--- config.mk ---
export PLATFORM = sky130hd
export DESIGN_NAME = demod_fanout_ctrl
export DESIGN_NICKNAME = d
export VERILOG_FILES = /design/src/rtl/fm_pipeline_pkg.sv /design/src/rtl/demod_fanout_ctrl_sat_counter.sv /design/src/rtl/demod_fanout_ctrl.sv
export SDC_FILE = /design/constraint.sdc
export NUM_CORES = 1
export LEC_CHECK = 0
export ABC_AREA = 1
export BUFFER_PORTS_ARGS = -buffer_cell sky130_fd_sc_hd__clkbuf_2
export CAP_MARGIN = 20
export CORE_UTILIZATION = 32
export CTS_CLUSTER_SIZE = 14
export DETAILED_ROUTE_END_ITERATION = 10
export GPL_ROUTABILITY_DRIVEN = 0
export GPL_TIMING_DRIVEN = 1
export PLACE_DENSITY = 0.72
export SKIP_CTS_REPAIR_TIMING = 1
export SYNTH_ARGS = -nofsm -noshare
export SYNTH_HDL_FRONTEND = slang
export SYNTH_HIERARCHICAL = 1
export SYNTH_SLANG_ARGS = --single-unit
--- constraint.sdc ---
create_clock -name clock -period 1.31 [get_ports clock]
set_input_delay 0.131 -clock clock [delete_from_list [all_inputs] [get_ports clock]]
set_output_delay 0.131 -clock clock [all_outputs]
set_load 0.01 [all_outputs]
--- src/rtl/fm_pipeline_pkg.sv ---
// Shared types and defaults for the FM demod pipeline control blocks.
package fm_pipeline_pkg;

  typedef enum logic [1:0] {
    FO_IDLE,
    FO_FETCH,
    FO_BCAST
  } fanout_state_t;

  localparam int FO_DEFAULT_CONSUMERS = 3;

endpackage : fm_pipeline_pkg

--- src/rtl/demod_fanout_ctrl_sat_counter.sv ---
// Up-counter that sticks at all-ones instead of wrapping; async active-high reset.
module sat_counter #(
  parameter int WIDTH = 16
) (
  input  logic             clock,
  input  logic             reset,
  input  logic             inc,
  output logic [WIDTH-1:0] count
);

  localparam logic [WIDTH-1:0] ONE = WIDTH'(1);

  always_ff @(posedge clock or posedge reset) begin
    if (reset) begin
      count <= '0;
    end else if (inc && (count != '1)) begin
      count <= count + ONE;
    end
  end

endmodule : sat_counter

--- src/rtl/demod_fanout_ctrl.sv ---
// Fan-out read controller: pops one FIFO word and holds it until every enabled consumer has taken it.
// Define FANOUT_STATS_EN to build the words_out / stall_cnt saturating statistics counters.
module demod_fanout_ctrl
  import fm_pipeline_pkg::*;
#(
  parameter int DATA_WIDTH    = 32,
  parameter int NUM_CONSUMERS = FO_DEFAULT_CONSUMERS,
  parameter int STAT_WIDTH    = 16
) (
  input  logic                                clock,
  input  logic                                reset,
  input  logic [DATA_WIDTH-1:0]               fifo_dout,
  input  logic                                fifo_empty,
  output logic                                fifo_rd_en,
  input  logic [NUM_CONSUMERS-1:0]            cons_enable,
  output logic [DATA_WIDTH-1:0]               cons_data,
  output logic [NUM_CONSUMERS-1:0]            cons_valid,
  input  logic [NUM_CONSUMERS-1:0]            cons_rd_en,
  output logic [STAT_WIDTH-1:0]               words_out,
  output logic [NUM_CONSUMERS*STAT_WIDTH-1:0] stall_cnt
);

  fanout_state_t              state_reg;
  logic [NUM_CONSUMERS-1:0]   pending_reg;
  logic [NUM_CONSUMERS-1:0]   pending_next;
  logic [DATA_WIDTH-1:0]      data_reg;
  logic                       done;

  always_comb begin
    pending_next = pending_reg & ~cons_rd_en & cons_enable;
    done         = (state_reg == FO_BCAST) && (pending_next == '0);
  end

  // The pop strobe is decoded from the current state and this cycle's accepts so the
  // next word can be requested in the same cycle the last consumer takes the current one.
  assign fifo_rd_en = !reset && !fifo_empty && ((state_reg == FO_IDLE) || done);

  always_ff @(posedge clock or posedge reset) begin
    if (reset) begin
      state_reg   <= FO_IDLE;
      pending_reg <= '0;
      data_reg    <= '0;
    end else begin
      case (state_reg)
        FO_IDLE: begin
          if (fifo_rd_en) begin
            state_reg <= FO_FETCH;
          end
        end
        FO_FETCH: begin
          data_reg    <= fifo_dout;
          pending_reg <= cons_enable;
          state_reg   <= (cons_enable == '0) ? FO_IDLE : FO_BCAST;
        end
        FO_BCAST: begin
          pending_reg <= pending_next;
          if (done) begin
            state_reg <= fifo_rd_en ? FO_FETCH : FO_IDLE;
          end
        end
        default: begin
          state_reg   <= FO_IDLE;
          pending_reg <= '0;
        end
      endcase
    end
  end

  // pending is only non-zero in BCAST, so it doubles as the per-consumer valid.
  assign cons_valid = pending_reg;
  assign cons_data  = data_reg;

`ifdef FANOUT_STATS_EN
  logic [NUM_CONSUMERS-1:0] stall_inc;

  sat_counter #(
    .WIDTH (STAT_WIDTH)
  ) u_words_cnt (
    .clock (clock),
    .reset (reset),
    .inc   (done),
    .count (words_out)
  );

  for (genvar gi = 0; gi < NUM_CONSUMERS; gi++) begin : g_stall
    assign stall_inc[gi] = (state_reg == FO_BCAST) && pending_reg[gi] && !cons_rd_en[gi];

    sat_counter #(
      .WIDTH (STAT_WIDTH)
    ) u_stall_cnt (
      .clock (clock),
      .reset (reset),
      .inc   (stall_inc[gi]),
      .count (stall_cnt[gi*STAT_WIDTH +: STAT_WIDTH])
    );
  end
`else
  assign words_out = '0;
  assign stall_cnt = '0;
`endif

endmodule : demod_fanout_ctrl

==> out/metrics.yaml <==
grt_pass1_wl_um: 5520
grtUsageTotal: 0.108
antenna_left: 0
cts.sinks: 37
wl_per_cell_um: 8.94
design_area_sq_um: 2480
placed_cells: 400
grt_setup_unrepaired: "yes"
muxShareOfSynthArea: 0
slowest_stage: "dfrtp_1"
antenna_found_initial: 0
synth_xor_area_frac: 0
synth_top_area_share: 0.449
hold_depth: 3
grt_overflow_total: 0
critical_path.cell_chain: "inv_2 -> ha_4 -> nand4_1 -> a21oi_1 -> buf_2"
die_y_um: 82.3
placed_cell_area_sq_um: 2300
ys_seq_area_frac: 0.449
io-pin-count: 141
comb_power_share: 0.449
path_class: "reg -> out"
crit_path_max_fanout: 3
slowest_delay_ns: 0.40
preCtsSetupSlack_ns: 0.0329
ys_types: 18
status: "finished, violations left"
p_sw_mw: 2.18
dieArea_sq_um: 6770
drt_first_pass_iters: 4
fin_crit_ns: 1.48
worst_slack_ns: -0.171
met3_usage: 0.0319
cts_buffer_depth: 2
routed_wl_um: 3680
vias_per_cell: 3.84
core-area_sq_um: 6060
multi_input_area_sq_um: 830
path_clk_slew_ns: 0.07
pwr-share-clk: 0.184
drt_iter0_drc: 33
yosysMostFrequentCell: "nand2_1"
yosys_most_used_dff: "dfrtp_1"
timing.max_cap.violations: 0
numCtsBuffers: 5
yosys.area_share.simple: 0.221
reg2regPathDepth: 6
syn_avg_cell_area_sq_um: 8.25
p_seq_frac: 0.367
cp-start-kind: "register"
switching_share: 0.397
finClkSkew_ns: 0.00154
use_met2: 0.198
cts_tree: "built"
use_met1: 0.117
ir_drop_mv: 0.779
vias: 1579
end_kind: "output pin"
synthTopCellsByArea: "dfrtp_1, buf_4, nand2_1, ha_1, inv_1"
ys_seq_elements: 37
synth_compound_area_frac: 0.0267
violations: "setup timing"
p_leak_nw: 1.52
synth_edf_count: 0
htreeDepth: 2
grt.busiest_layer: "met2"
portBuffers: 76
antenna_cells: 0
grt_pass1_vias: 1286
seq_area_sq_um: 927
drive_gt1_frac: 0.307
yosys.area_share.adder: 0.0243
max_freq_mhz: 675
hold_viol: 0
critical_path.top_delay_family: "flip-flops"
synth_top_family_by_area: "buffers and inverters"
synth_cells: 250
final.setup.tns_ns: -0.171
post-synth-top-area-cell: "dfrtp_1"
drc: 0
clk_latency_ns: 0.28
cp.buffers_inverters: 2
netlist_area_sq_um: 2060
cts_root_buffer: "clkbuf_8"
areaGrowthSynthToFinish_pct: 20.1
start_util: 0.340
fp-row-count: 28
intPower_mw: 3.31
setup_viol: 1
slew_violations: 0
fin_nets: 380
worstHoldPathType: "in -> reg"
min_period_over_period: 1.13
instances_no_fill: 411
worstPathArrival_ns: 1.35
grt_max_degree: 25
worstPathRequired_ns: 1.18
power_density_nw_per_um2: 2220
total_power_mw: 5.49
async_reset_ff_frac: 1.00
dpl.hpwl_um: 2950
synthTopCellsByCount: "nand2_1, buf_4, dfrtp_1"
largest_register_ffs: 32
fillers: 618
die_x_um: 82.3
path_depth: 5
synth_warnings: 6
-- path summary, 6_finish.rpt --
| kind | from | to | slack [ns] |
|---|---|---|---|
| hold / removal | fifo_dout[23] | cons_data[23] | 0.04 |
| min in group asynchronous | reset | cons_data[20] | 0.39 |
| setup / recovery | state_reg[0] | fifo_rd_en | -0.17 |
| hold reg to reg | cons_data[14] | cons_data[14] | 0.47 |
| max in group asynchronous | reset | state_reg[1] | 0.62 |
| setup reg to reg | state_reg[1] | cons_data[15] | 0 |
-- placed cells by master, fill, tap and decap left out, types with 2 or more instances in the layout --
| cell | n |
|---|---|
| nand2_1 | 106 |
| clkbuf_2 | 75 |
| conb_1 | 64 |
| dfrtp_1 | 36 |
| inv_1 | 11 |
| buf_4 | 9 |
| clkbuf_8 | 6 |
| nand3_1 | 5 |
| o22ai_1 | 3 |
| inv_2 | 2 |
| a22o_1 | 2 |
| nand2_2 | 2 |
| ha_4 | 2 |
-- logic make-up (layout without fill, tap and decap cells) --
logic type               count (synthesis)  count (layout)
adder cells (fa/ha/maj)                  4               4
other                                    1              64
buffers and inverters                   84             107
AO/OA/AOI/OAI                            8               8
flip-flops                              37              37
AND/OR/NAND/NOR                        116             116
-- power by group through the flow --
stage	Sequential (mW)	Clock [mW]	Combinational, mW
after global routing	2.09	1.12	2.85
final	2.01	1.01	2.47
after detailed placement	2.03	0	2.41
after CTS	2.02	1.07	2.41
after floorplan	2.25	0	1.40
after global placement	2.01	0	2.35
-- worst register-to-register path, stage by stage (launching register included) --
cell	delay [ns]
dfrtp_2	0.45
inv_1	0.13
ha_2	0.22
inv_2	0.07
buf_4	0.20
nand2_1	0.09
nand2_1	0.05
-- layout make-up --
| type | instances | share of cell area |
|---|---|---|
| flip-flops and latches | 37 | 0.374 |
| multi-input cells | 192 | 0.335 |
| repair buffers | 86 | 0.185 |
| well taps | 75 | 0.0379 |
| clock buffers | 6 | 0.0333 |
| inverters | 13 | 0.0197 |
| clock inverters | 2 | 0.0152 |
-- metrics by stage --
step / utilization / hold slack (ns)
global route: 0.409 / 0.0362
CTS: 0.400 / -0.166
detailed placement: 0.380 / 0.151
finish: 0.409 / 0.0440
global placement: 0.380 / 0.153
floorplan: - / 0.243
-- per-layer routing --
metal	vias to the layer above	routed length, um
met3	3	315
met4	0	25
met5	-	0
li1	797	-
met1	694	1560
met2	85	1780
(Power assumes the default switching activity.)
